File: config.mk
export PLATFORM = sky130hd
export DESIGN_NAME = stopwatch_ctrl
export DESIGN_NICKNAME = d
export VERILOG_FILES = /design/src/rtl/stopwatch_pkg.sv /design/src/rtl/bcd60_cell.sv /design/src/rtl/stopwatch_ctrl.sv
export SDC_FILE = /design/constraint.sdc
export NUM_CORES = 1
export LEC_CHECK = 0
export CAP_MARGIN = 20
export CELL_PAD_IN_SITES_DETAIL_PLACEMENT = 1
export CELL_PAD_IN_SITES_GLOBAL_PLACEMENT = 1
export CORE_AREA = 2 2 117 130
export CTS_CLUSTER_DIAMETER = 50
export DETAILED_ROUTE_END_ITERATION = 10
export DIE_AREA = 0 0 119 132
export PLACE_DENSITY_LB_ADDON = 0.05
export SLEW_MARGIN = 20
export SYNTH_ARGS = -nofsm -noshare
export SYNTH_HDL_FRONTEND = slang
export SYNTH_SLANG_ARGS = --single-unit
File: constraint.sdc
create_clock -name clk -period 2.8 [get_ports clk]
set_input_delay 0.56 -clock clk [delete_from_list [all_inputs] [get_ports clk]]
set_output_delay 0.56 -clock clk [all_outputs]
set_load 0.005 [all_outputs]
File: src/rtl/stopwatch_pkg.sv
// Shared types and BCD limits for the mm:ss stopwatch controller.
package stopwatch_pkg;

    typedef enum logic [1:0] {
        ST_IDLE  = 2'd0,
        ST_RUN   = 2'd1,
        ST_PAUSE = 2'd2,
        ST_DONE  = 2'd3
    } state_t;

    localparam logic [3:0]  BCD_ONES_MAX = 4'd9;
    localparam logic [3:0]  BCD_TENS_MAX = 4'd5;
    localparam logic [15:0] BCD_MAX_MMSS = 16'h5959;

endpackage

File: src/rtl/bcd60_cell.sv
// Two-digit BCD counter 00..59 with synchronous clear (priority) and count enable.
module bcd60_cell
    import stopwatch_pkg::*;
(
    input  logic       clk,
    input  logic       rstn,
    input  logic       en,
    input  logic       clr,
    output logic [7:0] bcd,
    output logic       carry
);

    logic [3:0] r_ones;
    logic [3:0] r_tens;
    logic       w_ones_wrap;
    logic       w_tens_wrap;

    assign w_ones_wrap = (r_ones == BCD_ONES_MAX);
    assign w_tens_wrap = (r_tens == BCD_TENS_MAX);

    always_ff @(posedge clk or negedge rstn) begin
        if (!rstn) begin
            r_ones <= 4'd0;
            r_tens <= 4'd0;
        end else if (clr) begin
            r_ones <= 4'd0;
            r_tens <= 4'd0;
        end else if (en) begin
            if (w_ones_wrap) begin
                r_ones <= 4'd0;
                r_tens <= w_tens_wrap ? 4'd0 : r_tens + 4'd1;
            end else begin
                r_ones <= r_ones + 4'd1;
            end
        end
    end

    assign bcd   = {r_tens, r_ones};
    assign carry = en & w_ones_wrap & w_tens_wrap;

endmodule

File: src/rtl/stopwatch_ctrl.sv
// Stopwatch controller: button edge detect, run/pause/done FSM, 1 s prescaler,
// lap capture, and the seconds/minutes BCD counter chain.
module stopwatch_ctrl
    import stopwatch_pkg::*;
#(
    parameter int TICK_DIV = 50000000
) (
    input  logic        clk,
    input  logic        rstn,
    input  logic        btn_start,
    input  logic        btn_stop,
    input  logic        btn_clear,
    input  logic        btn_lap,
    output logic [7:0]  sec_bcd,
    output logic [7:0]  min_bcd,
    output logic [15:0] lap_bcd,
    output logic        lap_valid,
    output logic        sec_tick,
    output logic        running,
    output logic        done
);

    localparam int PW = (TICK_DIV > 2) ? $clog2(TICK_DIV) : 1;
    localparam logic [PW-1:0] PRESC_LAST = PW'(TICK_DIV - 1);

    state_t        r_state;
    state_t        w_state_next;
    logic [PW-1:0] r_presc;
    logic [3:0]    r_btn_q;
    logic [15:0]   r_lap;
    logic          r_lap_valid;
    logic          r_sec_tick;
    logic          r_running;
    logic          r_done;

    logic [3:0]    w_btn;
    logic [3:0]    w_rise;
    logic          w_clr_fire;
    logic          w_stop_fire;
    logic          w_start_fire;
    logic          w_lap_fire;
    logic          w_tick;
    logic          w_at_max;
    logic          w_sec_en;
    logic          w_sec_carry;
    logic          w_min_carry;
    logic [7:0]    w_sec;
    logic [7:0]    w_min;

    assign w_btn  = {btn_lap, btn_clear, btn_stop, btn_start};
    assign w_rise = w_btn & ~r_btn_q;

    // Clear masks everything; stop masks start; lap only yields to clear.
    assign w_clr_fire   = w_rise[2];
    assign w_stop_fire  = w_rise[1] & ~w_clr_fire;
    assign w_start_fire = w_rise[0] & ~w_clr_fire & ~w_rise[1];
    assign w_lap_fire   = w_rise[3] & ~w_clr_fire;

    assign w_tick   = (r_state == ST_RUN) && (r_presc == PRESC_LAST);
    assign w_at_max = ({w_min, w_sec} == BCD_MAX_MMSS);
    assign w_sec_en = w_tick & ~w_at_max;

    bcd60_cell u_sec (
        .clk   (clk),
        .rstn  (rstn),
        .en    (w_sec_en),
        .clr   (w_clr_fire),
        .bcd   (w_sec),
        .carry (w_sec_carry)
    );

    bcd60_cell u_min (
        .clk   (clk),
        .rstn  (rstn),
        .en    (w_sec_carry),
        .clr   (w_clr_fire),
        .bcd   (w_min),
        .carry (w_min_carry)
    );

    always_comb begin
        w_state_next = r_state;
        if (w_clr_fire) begin
            w_state_next = ST_IDLE;
        end else begin
            case (r_state)
                ST_IDLE:  if (w_start_fire) w_state_next = ST_RUN;
                ST_RUN: begin
                    if (w_tick && w_at_max) w_state_next = ST_DONE;
                    else if (w_stop_fire)   w_state_next = ST_PAUSE;
                end
                ST_PAUSE: if (w_start_fire) w_state_next = ST_RUN;
                default:  w_state_next = r_state;
            endcase
        end
    end

    always_ff @(posedge clk or negedge rstn) begin
        if (!rstn) begin
            r_state     <= ST_IDLE;
            r_presc     <= '0;
            r_btn_q     <= 4'd0;
            r_lap       <= 16'd0;
            r_lap_valid <= 1'b0;
            r_sec_tick  <= 1'b0;
            r_running   <= 1'b0;
            r_done      <= 1'b0;
        end else begin
            r_btn_q    <= w_btn;
            r_state    <= w_state_next;
            r_running  <= (w_state_next == ST_RUN);
            r_done     <= (w_state_next == ST_DONE);
            r_sec_tick <= w_tick & ~w_clr_fire;

            // The prescaler freezes outside RUN so a pause keeps the partial second.
            if (w_clr_fire)
                r_presc <= '0;
            else if (r_state == ST_RUN)
                r_presc <= w_tick ? '0 : r_presc + PW'(1);

            if (w_clr_fire) begin
                r_lap       <= 16'd0;
                r_lap_valid <= 1'b0;
            end else if (w_lap_fire && (r_state == ST_RUN || r_state == ST_PAUSE)) begin
                r_lap       <= {w_min, w_sec};
                r_lap_valid <= 1'b1;
            end else begin
                r_lap_valid <= 1'b0;
            end
        end
    end

    assign sec_bcd   = w_sec;
    assign min_bcd   = w_min;
    assign lap_bcd   = r_lap;
    assign lap_valid = r_lap_valid;
    assign sec_tick  = r_sec_tick;
    assign running   = r_running;
    assign done      = r_done;

endmodule

==> metrics, run 1 <==
hpwl dp=roughly 7000 um; pre-CTS setup slack=371 ps; NumNets Final=approximately 450; WL/cell=~16 um; htree depth=3; clock root buffer=clkbuf_16; switching share of power=between 20% and 30%; Post-Route WL=9840 um; WHS=about 240 ps; status=finished clean; Clk pin slew, worst setup/hold paths=about 60 ps; FILL cells=1638; RSZ-0062 raised after global routing=false; CP startpoint kind=flip-flop; slew of the pin with the lowest slew margin=roughly 470 ps; largest net degree at the start of global routing=69; cts repair resizes=0; worst path arrival time=between 2000 and 3000 ps; post-synth top area share=between 40% and 50%; total power=2.15 mW; crit path max fanout=12; max_cap viols=0; register area=around 1700 sq um; Iter 0 DRT Violations=82; achievable clock frequency=between 400 and 500 MHz; Buffers on Ports=41; worst relative slew slack=68.7%; Worst VDD drop=approximately 0.21 mV; critical path type=reg -> reg; finished layout cell area=4540 sq um; Cell variety after synth=53; Final Setup Violations=0; Initial Utilization=~25%; top post-synthesis cells by area=dfrtp_1, nand2_1, ha_1, o21ai_0, nor2_1; first-pass GRT wire length=16600 um; Post-synth top flop=dfrtp_1; Hold Path Class=in -> async; P_sw=0.475 mW; max-slew violations=0; gr usage total=about 13%; Layout area overhead=28.3%; GPL Wtd Cong=about 0.76; initial antenna violation count=0; vias per cell=approximately 4.7; DRT antenna net count=0; multi-input logic area=about 1700 sq um; slowest stage delay, CP=~440 ps; Top Ports=42; Antenna diodes=0; Die Height=about 130 um; sequential share of power=between 40% and 50%; Internal Power=around 1.7 mW; flops & latches, synth=68; DIE WIDTH=between 100 and 150 um; Skew-Pair Late Insertion Delay=340 ps; first drt pass iteration count=4; final period utilization=roughly 83%; asr flop ratio synth=100%; cell with the most instances after synthesis=dfrtp_1; Synth Instances=roughly 380; Post-synth top cells=dfrtp_1, nand2_1, nor2_1, o21ai_0, nand3_1; CTS Buf Count=9; mean area per synthesized cell=9.44 sq um; Area after DPL=approximately 4300 sq um; YS warnings=0; fin cells=a little over 600; pwr/cell area=about 470 nW/um^2; Bufs on Longest Clock Path=2; Comb power frac=3.9%; Final Critical Period=2330 ps; clock power share=between 40% and 50%; fraction of layout cells with a size suffix above 1=a little under a tenth; Post-Route Utilization=a little under a third; Final Hold Viols=0; final setup TNS=0 ps; Core Area=between 10000 and 15000 sq um; post-synthesis net count=394; WP data required=3070 ps; TritonCTS clock tree=yes; CP endpoint kind=flip-flop; CTS sink cnt=68; Clock Skew=7.14 ps; num rows=46; gr ovfl total=0; Post-CTS Setup Inserts=0; vias in the first global route=around 3000; Synth Cell Area=approximately 3500 sq um; sequential fraction of the synthesis area=around half; slowest CP cell=nand3_1; Setup WS post-layout=466 ps; Die ar.=about 16000 sq um; Vias=slightly below 3000; leading area contributor after synthesis=dfrtp_1; leakage=between 1.5 and 2 nW; worst path cell trace=inv_1, ha_1, nand4_2, nor4_4, nand3_1, nor3_1, mux2i_1; hold-fix buffers at CTS=0; EDFF count, synth=0; dpl cells=about 600; Remaining DRCs=0
power groups by stage:
| stage | Combinational [mW] | Sequential (mW) | Clock [mW] |
|---|---|---|---|
| floorplan | 0.0351 | 1.01 | 0 |
| global placement | 0.0880 | 1.01 | 0 |
| detailed placement | 0.0883 | 1.01 | 0 |
| CTS | 0.0884 | 0.997 | 1.14 |
| global route | 0.0973 | 0.998 | 1.16 |
| finish | 0.0834 | 0.998 | 1.07 |
cell families (layout without fill, tap and decap cells):
| family | Yosys count | after routing | synth area share (%) |
|---|---|---|---|
| muxes | 4 | 4 | 1.13 |
| buffers and inverters | 27 | 83 | 2.90 |
| adders and majority gates | 13 | 13 | 4.59 |
| xor gates and xnor gates | 19 | 19 | 4.70 |
| DFF | 68 | 68 | 48.1 |
| AOI/OAI and AO/OA | 63 | 63 | 11.1 |
| and+or+nand+nor | 181 | 181 | 27.6 |
sequential cells by signal, indices dropped and copies added, names as in the netlist:
signal	count
sec_tick	1
running	1
u_sec.r_ones	4
lap_bcd	16
u_min.r_ones	4
r_state	2
u_min.r_tens	4
done	1
r_presc	26
u_sec.r_tens	4
lap_valid	1
r_btn_q	4
final cells by class:
cell class | instances | share of cell area, %
multi-input combinational | 280 | 38.4
sequential | 68 | 37.5
timing repair buffer | 56 | 11.7
clock buffer | 12 | 5.87
tap | 192 | 5.29
inverter | 13 | 1.07
clock inverter | 2 | 0.220
worst max-delay path: cells and delay by family, from the launching register on:
kind | cells | cell delay (ps)
AND/OR/NAND/NOR | 4 | 1350
flip-flops | 1 | 400
multiplexers | 1 | 210
adder cells (fa/ha/maj) | 1 | 190
buffers and inverters | 1 | 110
per-layer routing:
| metal | GRT usage [%] | vias up | wire length (um) |
|---|---|---|---|
| met5 | 0 | - | 0 |
| met4 | 6.22 | 0 | 190 |
| met3 | 3.03 | 10 | 260 |
| met2 | 21.6 | 37 | 4780 |
| met1 | 17.2 | 1464 | 4610 |
| li1 | - | 1440 | - |
final timing paths:
| check | slack, ps | startpoint | cells after the start | end |
|---|---|---|---|---|
| min in group clk | 520 | lap_bcd[0] | 2 | lap_bcd[0] |
| worst max-delay path | 470 | r_state[1] | 7 | u_sec.r_tens[3] |
| worst min-delay path | 240 | rstn | 2 | lap_bcd[5] |
| max in group asynchronous | 2240 | rstn | 2 | r_state[1] |
| worst max register to register | 470 | r_state[1] | 7 | u_sec.r_tens[3] |
| worst min register to register | 520 | lap_bcd[0] | 2 | lap_bcd[0] |
layout by cell type, fill, tap and decap left out, drive strengths merged, types with 2 or more instances in the layout:
cell / instances
dfrtp: 68
nand2: 61
clkdlybuf4s50: 40
nor2: 30
o21ai: 23
nand3: 22
buf: 16
a21oi: 15
inv: 13
ha: 13
clkbuf: 12
xor2: 10
nand4: 10
xnor2: 9
nor3: 9
or3: 8
and3b: 6
and3: 5
nor4: 5
and2: 4
or4: 4
mux2i: 4
o31ai: 4
nand2b: 3
nand3b: 3
o211ai: 3
and4: 2
a211oi: 2
o22ai: 2
a31oi: 2
nand4b: 2
clkinv: 2
nor2b: 2
nor4b: 2
Note: power is estimated with default switching activity, not from simulation.
==> run 2: changes to the inputs <==
==> constraint.sdc (replaced) <==
create_clock -name clk -period 2.1 [get_ports clk]
set_input_delay 0.42 -clock clk [delete_from_list [all_inputs] [get_ports clk]]
set_output_delay 0.42 -clock clk [all_outputs]
set_load 0.005 [all_outputs]
==> run 2 against run 1 <==
- flip-flop and latch count stayed put
- fmax increased by 18%
- routed wire length increased by 7.1%
- non-clock buffer count rose by 41
- clock skew is 1.2 ps lower
- largest cell class unchanged
- sequential power increased by 33%
- worst setup slack got worse by 350 ps
- register-to-register slack got worse by 350 ps
- critical path type unchanged
- critical endpoint is now u_min.r_tens[1]
- global-route usage grew 0.86 points
- die area is the same
==> metrics, run 2 (synthesis gave the netlist of run 1 again) <==
GRT Max-Usage Layer=met2; WL/cell=about 16 um; final period utilization=94.5%; largest net degree at the start of global routing=37; Post-Route WL=~11000 um; slew of the pin with the lowest slew margin=541 ps; clock power share=between 50% and 60%; WP data required=approximately 2300 ps; worst path arrival time=roughly 2200 ps; commonest non-fill, non-tap cell in the layout=dfrtp_1; Critical path origin=r_state[1]; CTS sink cnt=a little under 70; max_cap viols=0; met1 Track Usage GR=between 10% and 20%; leakage=about 2.1 nW; max-slew violations=0; Iter 0 DRT Violations=97; NumNets Final=slightly below 500; status=finished clean; Initial Utilization=24.7%; Skew-Pair Late Insertion Delay=roughly 340 ps; met3 usage=under 10%; clock root buffer=clkbuf_16; achievable clock frequency=a little over 500 MHz; Top Ports=42; Largest Register=r_presc; pwr/cell area=around 600 nW/um^2; Remaining DRCs=0; Clock Skew=5.98 ps; met2 track demand over resource=between 20 and 25%; gr ovfl total=0; Core Area=approximately 14000 sq um; pre-CTS setup slack=-111 ps; multi-input logic area=1800 sq um; Internal Power=~2.3 mW; sequential share of power=around 44%; FILL cells=about 1600; hold-fix buffers at CTS=0; CTS Buf Count=9; Setup WS post-layout=approximately 110 ps; initial antenna violation count=0; Post-CTS Setup Inserts=0; hpwl dp=roughly 7800 um; Die ar.=15700 sq um; Bufs on Longest Clock Path=2; switching share of power=between 20% and 30%; vias per cell=4.69; fraction of layout cells with a size suffix above 1=a little under a fifth; Die Height=132 um; num rows=46; worst relative slew slack=between 60% and 70%; Vias=just over 3000; Worst VDD drop=0.232 mV; CP startpoint kind=flip-flop; vias in the first global route=approximately 3200; crit path max fanout=4; most frequent cells in the layout=dfrtp_1, nand2_1, buf_4; total power=3.00 mW; DRT antenna net count=0; TritonCTS clock tree=yes; critical path type=reg -> reg; CP endpoint kind=flip-flop; Layout area overhead=40.2%; htree depth=3; RSZ-0062 raised after global routing=false; first drt pass iteration count=4; Clk pin slew, worst setup/hold paths=50 ps; Final Setup Violations=0; gr usage total=between 10 and 15%; DIE WIDTH=between 100 and 150 um; Buffers on Ports=41; Comb power frac=between 4 and 5%; P_sw=about 0.66 mW; GPL Wtd Cong=0.687; register area=~1700 sq um; Antenna diodes=0; cts repair resizes=0; first-pass GRT wire length=roughly 17000 um; Final Hold Viols=0; Hold Path Class=in -> async; Largest register FFs=26; reg2reg start=r_state[1]; Final Critical Period=1990 ps
-- run 2: layer usage --
metal | wire [um] | up-vias | part of all wire [%]
met5 | 0 | - | 0
met2 | 5320 | 41 | 50
met3 | 269 | 12 | 2.6
met1 | 4750 | 1548 | 45
met4 | 202 | 0 | 1.9
li1 | - | 1516 | -
-- run 2: layout make-up --
cell class / count / area share [%]
clock buffers: 12 / 5.17
clock inverters: 2 / 0.706
inverters: 13 / 0.983
multi-input cells: 280 / 36.3
flip-flops and latches: 68 / 34.3
well taps: 192 / 4.84
repair buffers: 97 / 17.7
-- run 2: critical path: stages, from the launching register on --
cell and delay (ps):
dfrtp_1 380, inv_1 100, ha_4 160, nand4_4 120
nor4_4 310, buf_4 170, buf_4 100, nand4_1 200
mux2i_1 180, and2_1 160
-- run 2: path summary, 6_finish.rpt --
kind	to	slack, ps	cells after the start
min	lap_bcd[3]	60	1
max in group asynchronous	lap_bcd[2]	1410	2
max reg2reg	u_min.r_tens[1]	110	9
min reg2reg	r_presc[22]	510	1
min in group clk	r_presc[22]	510	1
max	u_min.r_tens[1]	110	9
-- run 2: per-stage QoR --
step	area [sq um]	hold WS [ps]	util (%)	instances	setup TNS [ps]
global placement	4610	429	32.2	650	-77.2
floorplan	3540	124	-	375	0
finish	4960	59.5	34.6	664	0
global route	4960	90.6	34.6	664	0
detailed placement	4610	435	32.2	650	-159
CTS	4900	68.3	34.2	664	0
-- run 2: power by group through the flow --
stage	logic (mW)	clock network [mW]	registers, mW
2_1_floorplan	0.0469	0	1.35
6_report	0.136	1.53	1.33
5_1_grt	0.154	1.64	1.33
3_5_place_dp	0.141	0	1.35
4_1_cts	0.141	1.60	1.33
3_3_place_gp	0.140	0	1.35
